[src/rtl/hazard_tracker.sv]
// rtl/hazard_tracker.sv - D-stage stall detection and E/M/W forwarding selects from shadow pipeline state
module hazard_tracker (
    input  logic        clk,
    input  logic        reset,
    input  logic [4:0]  D_rs,
    input  logic [4:0]  D_rt,
    input  logic [1:0]  D_TuseRs,
    input  logic [1:0]  D_TuseRt,
    input  logic [4:0]  D_wAddr,
    input  logic        D_regWrite,
    input  logic [1:0]  D_ETnew,
    output logic        stall,
    output logic [1:0]  fwd_D_rs,
    output logic [1:0]  fwd_D_rt,
    output logic [1:0]  fwd_E_rs,
    output logic [1:0]  fwd_E_rt,
    output logic        fwd_M_rt,
    output logic [31:0] stall_count
);

    logic [4:0]  e_rs_q, e_rt_q, e_waddr_q, m_rt_q, m_waddr_q, w_waddr_q;
    logic        e_we_q, m_we_q, w_we_q;
    logic [1:0]  e_tnew_q, m_tnew_q;
    logic [4:0]  e_rs_d, e_rt_d, e_waddr_d;
    logic        e_we_d;
    logic [1:0]  e_tnew_d, m_tnew_d;
    logic [31:0] stall_count_q, stall_count_d;

    // The nearest matching stage decides; an older stage is only consulted when E misses.
    function automatic logic stall_for(input logic [4:0] x, input logic [1:0] tuse);
        logic res;
        res = 1'b0;
        if (tuse != 2'b11 && x != 5'd0) begin
            if (e_we_q && e_waddr_q == x)
                res = (e_tnew_q > tuse);
            else if (m_we_q && m_waddr_q == x)
                res = (m_tnew_q > tuse);
        end
        return res;
    endfunction

    function automatic logic [1:0] fwd_d_for(input logic [4:0] x);
        logic [1:0] sel;
        sel = 2'b00;
        if (e_we_q && e_waddr_q == x)
            sel = (e_tnew_q == 2'd0) ? 2'b01 : 2'b00;
        else if (m_we_q && m_waddr_q == x)
            sel = (m_tnew_q == 2'd0) ? 2'b10 : 2'b00;
        else if (w_we_q && w_waddr_q == x)
            sel = 2'b11;
        return sel;
    endfunction

    function automatic logic [1:0] fwd_e_for(input logic [4:0] x);
        logic [1:0] sel;
        sel = 2'b00;
        if (m_we_q && m_waddr_q == x && m_tnew_q == 2'd0)
            sel = 2'b01;
        else if (w_we_q && w_waddr_q == x)
            sel = 2'b10;
        return sel;
    endfunction

    always_comb begin
        stall    = stall_for(D_rs, D_TuseRs) | stall_for(D_rt, D_TuseRt);
        fwd_D_rs = fwd_d_for(D_rs);
        fwd_D_rt = fwd_d_for(D_rt);
        fwd_E_rs = fwd_e_for(e_rs_q);
        fwd_E_rt = fwd_e_for(e_rt_q);
        fwd_M_rt = w_we_q && (w_waddr_q == m_rt_q);
    end

    always_comb begin
        e_rs_d        = D_rs;
        e_rt_d        = D_rt;
        e_waddr_d     = D_wAddr;
        e_we_d        = D_regWrite && (D_wAddr != 5'd0);
        e_tnew_d      = D_ETnew;
        m_tnew_d      = (e_tnew_q == 2'd0) ? 2'd0 : e_tnew_q - 2'd1;
        stall_count_d = stall_count_q;
        if (stall) begin
            e_rs_d        = 5'd0;
            e_rt_d        = 5'd0;
            e_waddr_d     = 5'd0;
            e_we_d        = 1'b0;
            e_tnew_d      = 2'd0;
            stall_count_d = stall_count_q + 32'd1;
        end
    end

    always_ff @(posedge clk or posedge reset) begin
        if (reset) begin
            e_rs_q        <= 5'd0;
            e_rt_q        <= 5'd0;
            e_waddr_q     <= 5'd0;
            e_we_q        <= 1'b0;
            e_tnew_q      <= 2'd0;
            m_rt_q        <= 5'd0;
            m_waddr_q     <= 5'd0;
            m_we_q        <= 1'b0;
            m_tnew_q      <= 2'd0;
            w_waddr_q     <= 5'd0;
            w_we_q        <= 1'b0;
            stall_count_q <= 32'd0;
        end else begin
            e_rs_q        <= e_rs_d;
            e_rt_q        <= e_rt_d;
            e_waddr_q     <= e_waddr_d;
            e_we_q        <= e_we_d;
            e_tnew_q      <= e_tnew_d;
            m_rt_q        <= e_rt_q;
            m_waddr_q     <= e_waddr_q;
            m_we_q        <= e_we_q;
            m_tnew_q      <= m_tnew_d;
            w_waddr_q     <= m_waddr_q;
            w_we_q        <= m_we_q;
            stall_count_q <= stall_count_d;
        end
    end

    assign stall_count = stall_count_q;

endmodule

[config.mk]
export PLATFORM = sky130hd
export DESIGN_NAME = hazard_tracker
export DESIGN_NICKNAME = d
export VERILOG_FILES = /design/src/rtl/hazard_tracker.sv
export SDC_FILE = /design/constraint.sdc
export NUM_CORES = 1
export LEC_CHECK = 0
export BUFFER_PORTS_ARGS = -buffer_cell sky130_fd_sc_hd__buf_2
export CORE_MARGIN = 2
export CORE_UTILIZATION = 56
export DETAILED_ROUTE_END_ITERATION = 10
export MAX_ROUTING_LAYER = met4
export PLACE_DENSITY = 0.86
export SLEW_MARGIN = 20
export SYNTH_ARGS = -nofsm -noshare
export SYNTH_HDL_FRONTEND = slang
export SYNTH_SLANG_ARGS = --single-unit
export TNS_END_PERCENT = 100
[constraint.sdc]
create_clock -name clk -period 2.4 [get_ports clk]
set_input_delay 0.36 -clock clk [delete_from_list [all_inputs] [get_ports clk]]
set_output_delay 0.36 -clock clk [all_outputs]
set_load 0.02 [all_outputs]
Word level (Yosys, flattened, before mapping)
Index checks and enable logic that the tools add are counted.
W data, S select, Z words.
{"block": "classes", "bitwise_logic": 1, "n_shift": 0, "order_cmp": 4, "eq_ne": 13, "div": 0, "n_reduce_logical": 21, "n_mux": 24, "mul": 0, "addsub": 2}
{"cell": "$eq A5 B5 Y1", "count": 11}
{"cell": "$add A32 B1 Y32 const B", "count": 1}
{"cell": "$mux W2", "count": 13}
{"cell": "$logic_and A1 B1 Y1", "count": 16}
{"cell": "$mux W5", "count": 3}
{"cell": "$reduce_bool A5 Y1", "count": 3}
{"cell": "$gt A2 B2 Y1", "count": 4}
{"cell": "$mux W1", "count": 8}
{"cell": "$logic_not A2 Y1", "count": 2}
{"cell": "$ne A2 B2 Y1 const B", "count": 2}
{"cell": "$sub A2 B1 Y2 const B", "count": 1}
{"cell": "$or A1 B1 Y1", "count": 1}
{"block": "word_totals", "input_bits": 24, "out_inout_bits": 42, "n_memories": 0, "latchBits": 0, "romBits": 0, "word_cells": 77, "ff_bits": 69, "ramBits": 0}

Longest topological paths before layout
{"block": "logic_depth", "ltp_word": 7, "ltp_mapped": 10, "ltp_nobuf": 9}

Worst setup path before layout
Ideal clock, no wire load.
{"block": "synth_path", "path_kind": "register to output", "start": "register m_waddr_q[4]", "end": "output port fwd_E_rs[1]", "t_required_ns": 2.040, "setup_slack_ns": 0.279, "n_path_buf": 0, "stages_incl_launch_ff": 5, "arrival_ns": 1.761, "path_cell_list": "dfrtp_1 -> xnor2_1 -> nand4_1 -> nor4_1 -> nor2_1"}
{"block": "synth_via", "elab_chain_len": 4}
{"element": "start: declaration", "line_no": "21", "text": "logic [4:0] e_rs_q, e_rt_q, e_waddr_q, m_rt_q, m_waddr_q, w_waddr_q;"}
{"element": "start signal: assignment", "line_no": "112", "text": "m_waddr_q <= e_waddr_q;"}
{"element": "$eq A5 B5 Y1", "line_no": "57", "text": "if (m_we_q && m_waddr_q == x && m_tnew_q == 2'd0)"}
{"element": "$logic_and A1 B1 Y1 (2 in a row)", "line_no": "57"}
{"element": "$mux W2", "line_no": "57"}
{"element": "end: declaration", "line_no": "15", "text": "output logic [1:0] fwd_E_rs,"}
No other way between the ends.

Worst setup path after layout
{"block": "layout_path", "start": "register e_waddr_q[2]", "end": "output port fwd_D_rs[0]"}
{"block": "layout_via", "elab_chain_len": 3}
{"element": "start: declaration", "line_no": "21"}
{"element": "start signal: assignment", "line_no": "108", "text": "e_waddr_q <= e_waddr_d;"}
{"element": "$eq A5 B5 Y1", "line_no": "45", "text": "if (e_we_q && e_waddr_q == x)"}
{"element": "$logic_and A1 B1 Y1", "line_no": "45"}
{"element": "$mux W2", "line_no": "45"}
{"element": "end: declaration", "line_no": "13", "text": "output logic [1:0] fwd_D_rs,"}
No other way between the ends.

==> flow_summary.toml <==
[outcome]
status = "finished, final reports clean"

[sta]
finalSetupViolations = 0
finalCriticalPeriod_ns = 2.40
worst_hold_slack_ns = 0.0910
rsz0062_at_grt = "true"
slew_viol_final = 0
period_share_pct = 100
hold_violations = 0
setup_tns_ns = 0
clock.fmax_mhz = 417
tightestPinTransition_ns = 0.627
skew_ns = 0.00970
worst_slew_margin_rel_pct = 58.1

[route]
vias = 2608
drc = 0
first_iter_violations = 104
drt_wl_total_um = 7690
wire_per_inst_um = 16.0
drt_first_pass_iters = 4
dr_wl_met3_um = 361
drt-vias-per-instance = 5.42
wl_met1_um = 3220
highest_layer = "met4"
dr_wl_met2_um = 4000
antenna_left = 0

[setup_path]
endpoint_kind = "output port"
crit_type = "register to output port"
cp_max_fo = 4
rrSetupSlack_ns = 0.08
cp-start-kind = "register"
startpoint = "e_waddr_q[2]"
cp.required_ns = 2.04
crit_arrival_ns = 2.04
worstReg2RegStart = "e_tnew_q[1]"
ff2ff_path_depth = 9

[clock_network]
clk_latency_ns = 0.34
htree_levels = 3
cts_num_sinks = 69
cts-root-buf = "clkbuf_8"
cts_hold_buf = 0
cts_tree = "built"
cts_max_path_buffers = 2
clk_pin_slew_worst_paths_ns = 0.07
cts_buffers = 9

[layout]
layout.nets = 432
layout-drive-gt1-share_pct = 30.2
area_growth_pct = 21.9
antenna_cells = 0
multi_input_area_um2 = 1860
fillCellCount = 470
postLayoutCellArea_um2 = 4370
seqCellArea_um2 = 1730
utilization_pct = 69.7

[placement]
port_buffers = 65
placed_area_um2 = 4030
hpwl_um = 5490
globalplace.congestion = 0.889

[power_and_ir_drop]
ir_drop_mv = 0.391
p_leak_nw = 2.25
power_density_nw_per_um2 = 630

[synth]
synth.area.top_cells = "dfrtp_1, xor2_1, xnor2_1"
synth_edf_count = 0
yosys_warnings = 0
synth_top_area_share_pct = 48.1
synth_ff_type = "dfrtp_1"
netlist_area_um2 = 3590
syn_nets = 359
yosys.area.top_type = "dfrtp_1"
synth-async-reset-ratio_pct = 100
seq_area_frac_synth_pct = 48.1
postSynthAreaPerCell_um2 = 11.0
synth-seq-cells = 69
ys_types = 34
synthCells = 326

[global_routing]
grt_pass1_vias = 2594
grt_pass1_wl_um = 12300
grt_max_degree = 42
grt_usage_pct = 22.9
grt_overflow = 0
antenna_found_initial = 0

[worst_hold_path]
hold_class = "primary input to asynchronous set/reset pin"

[die]
start_util_pct = 57.1
core_area_um2 = 6280
die_y_um = 84.0
row_count = 29
die_area_um2 = 7060
die_w_um = 84.0
io_pins = 66

[job]
maxCapViolations = 0
[power breakdown]
group          switching (mW)  internal [mW]
Combinational           0.212          0.173
Clock                   0.444          0.611
Sequential             0.0826           1.23
Total                   0.738           2.02
[path summary, 6_finish.rpt]
path                              endpoint
setup / recovery               fwd_D_rs[0]
hold / removal              stall_count[3]
setup reg to reg           stall_count[31]
hold reg to reg                     m_we_q
max in group asynchronous     w_waddr_q[1]
min in group clk               e_tnew_q[1]
[synth_stat cells (3+ instances only)]
library cell / count
a21oi_1: 7
and2_1: 19
and3_1: 6
clkbuf_1: 7
dfrtp_1: 69
ha_1: 9
inv_1: 8
mux2_2: 3
nand2_1: 17
nand2b_1: 3
nand3_1: 12
nand4_1: 6
nor2_1: 16
nor2b_1: 3
nor3_1: 13
nor3b_1: 5
nor4_1: 9
nor4_2: 5
nor4b_2: 4
o21ai_0: 3
or4_1: 3
xnor2_1: 23
xor2_1: 63
[critical path, cell delays in order, from the launching register on]
cell and delay, ns:
dfrtp_1 0.42, xor2_1 0.16, nor4_1 0.31, and3_2 0.29, mux2_2 0.35, buf_2 0.16
[state kept, by name (all words and copies together) (netlist names)]
register / flops
e_rs_q: 5
m_waddr_q: 5
stall_count: 32
e_we_q: 1
e_rt_q: 5
e_waddr_q: 5
m_we_q: 1
w_waddr_q: 5
m_rt_q: 5
m_tnew_q: 2
e_tnew_q: 2
w_we_q: 1
[cell type report]
cell class | count | share of cell area (%)
Clock inverter | 6 | 1.97
Tap cell | 77 | 2.20
Sequential cell | 69 | 39.6
Multi-Input combinational cell | 237 | 42.6
Timing Repair Buffer | 74 | 9.76
Inverter | 8 | 0.687
Clock buffer | 10 | 3.15
[stage by stage]
| step | power, mW | worst slack, ns | cells |
|---|---|---|---|
| after detailed placement | 1.70 | 0.0627 | 462 |
| after global placement | 1.68 | 0.166 | 462 |
| after CTS | 2.76 | 0.0121 | 478 |
| after floorplan | 1.57 | 0.279 | 326 |
| after global routing | 2.88 | -0.0745 | 481 |
| final | 2.75 | 0.000587 | 481 |
[what timing repair did]
item,4_1_cts,5_1_grt
resized for setup,4,18
cloned,0,0
buffers inserted,0,3
pin swaps,2,9
setup endpoints to repair,3,5
[layout by cell type (no fill, tap or decap), types with 7 or more instances in the layout]
| cell | n |
|---|---|
| nor2_1 | 16 |
| and2_1 | 19 |
| clkbuf_8 | 10 |
| xnor2_1 | 23 |
| nand3_1 | 12 |
| a21oi_1 | 7 |
| xor2_1 | 63 |
| dfrtp_1 | 64 |
| ha_1 | 8 |
| nor4_1 | 7 |
| buf_4 | 8 |
| nor3_1 | 10 |
| buf_2 | 63 |
| nand2_1 | 17 |
[metal layers]
metal | GRT usage (%) | up-vias
li1 | - | 1247
met1 | 26.7 | 1280
met2 | 39.4 | 71
met3 | 5.34 | 10
met4 | 6.74 | 0
met5 | - | -
[logic make-up (layout without fill, tap and decap cells)]
| kind of cell | count (synthesis) | count (layout) | share of synthesized area, % |
|---|---|---|---|
| xor+xnor | 86 | 86 | 21.0 |
| simple gates | 125 | 125 | 21.5 |
| fa+ha+maj | 9 | 9 | 3.14 |
| flops | 69 | 69 | 48.1 |
| compound gates | 14 | 14 | 2.72 |
| buf+inv | 20 | 98 | 2.58 |
| mux | 3 | 3 | 0.942 |
No activity file was read; power rests on OpenSTA's default activity.
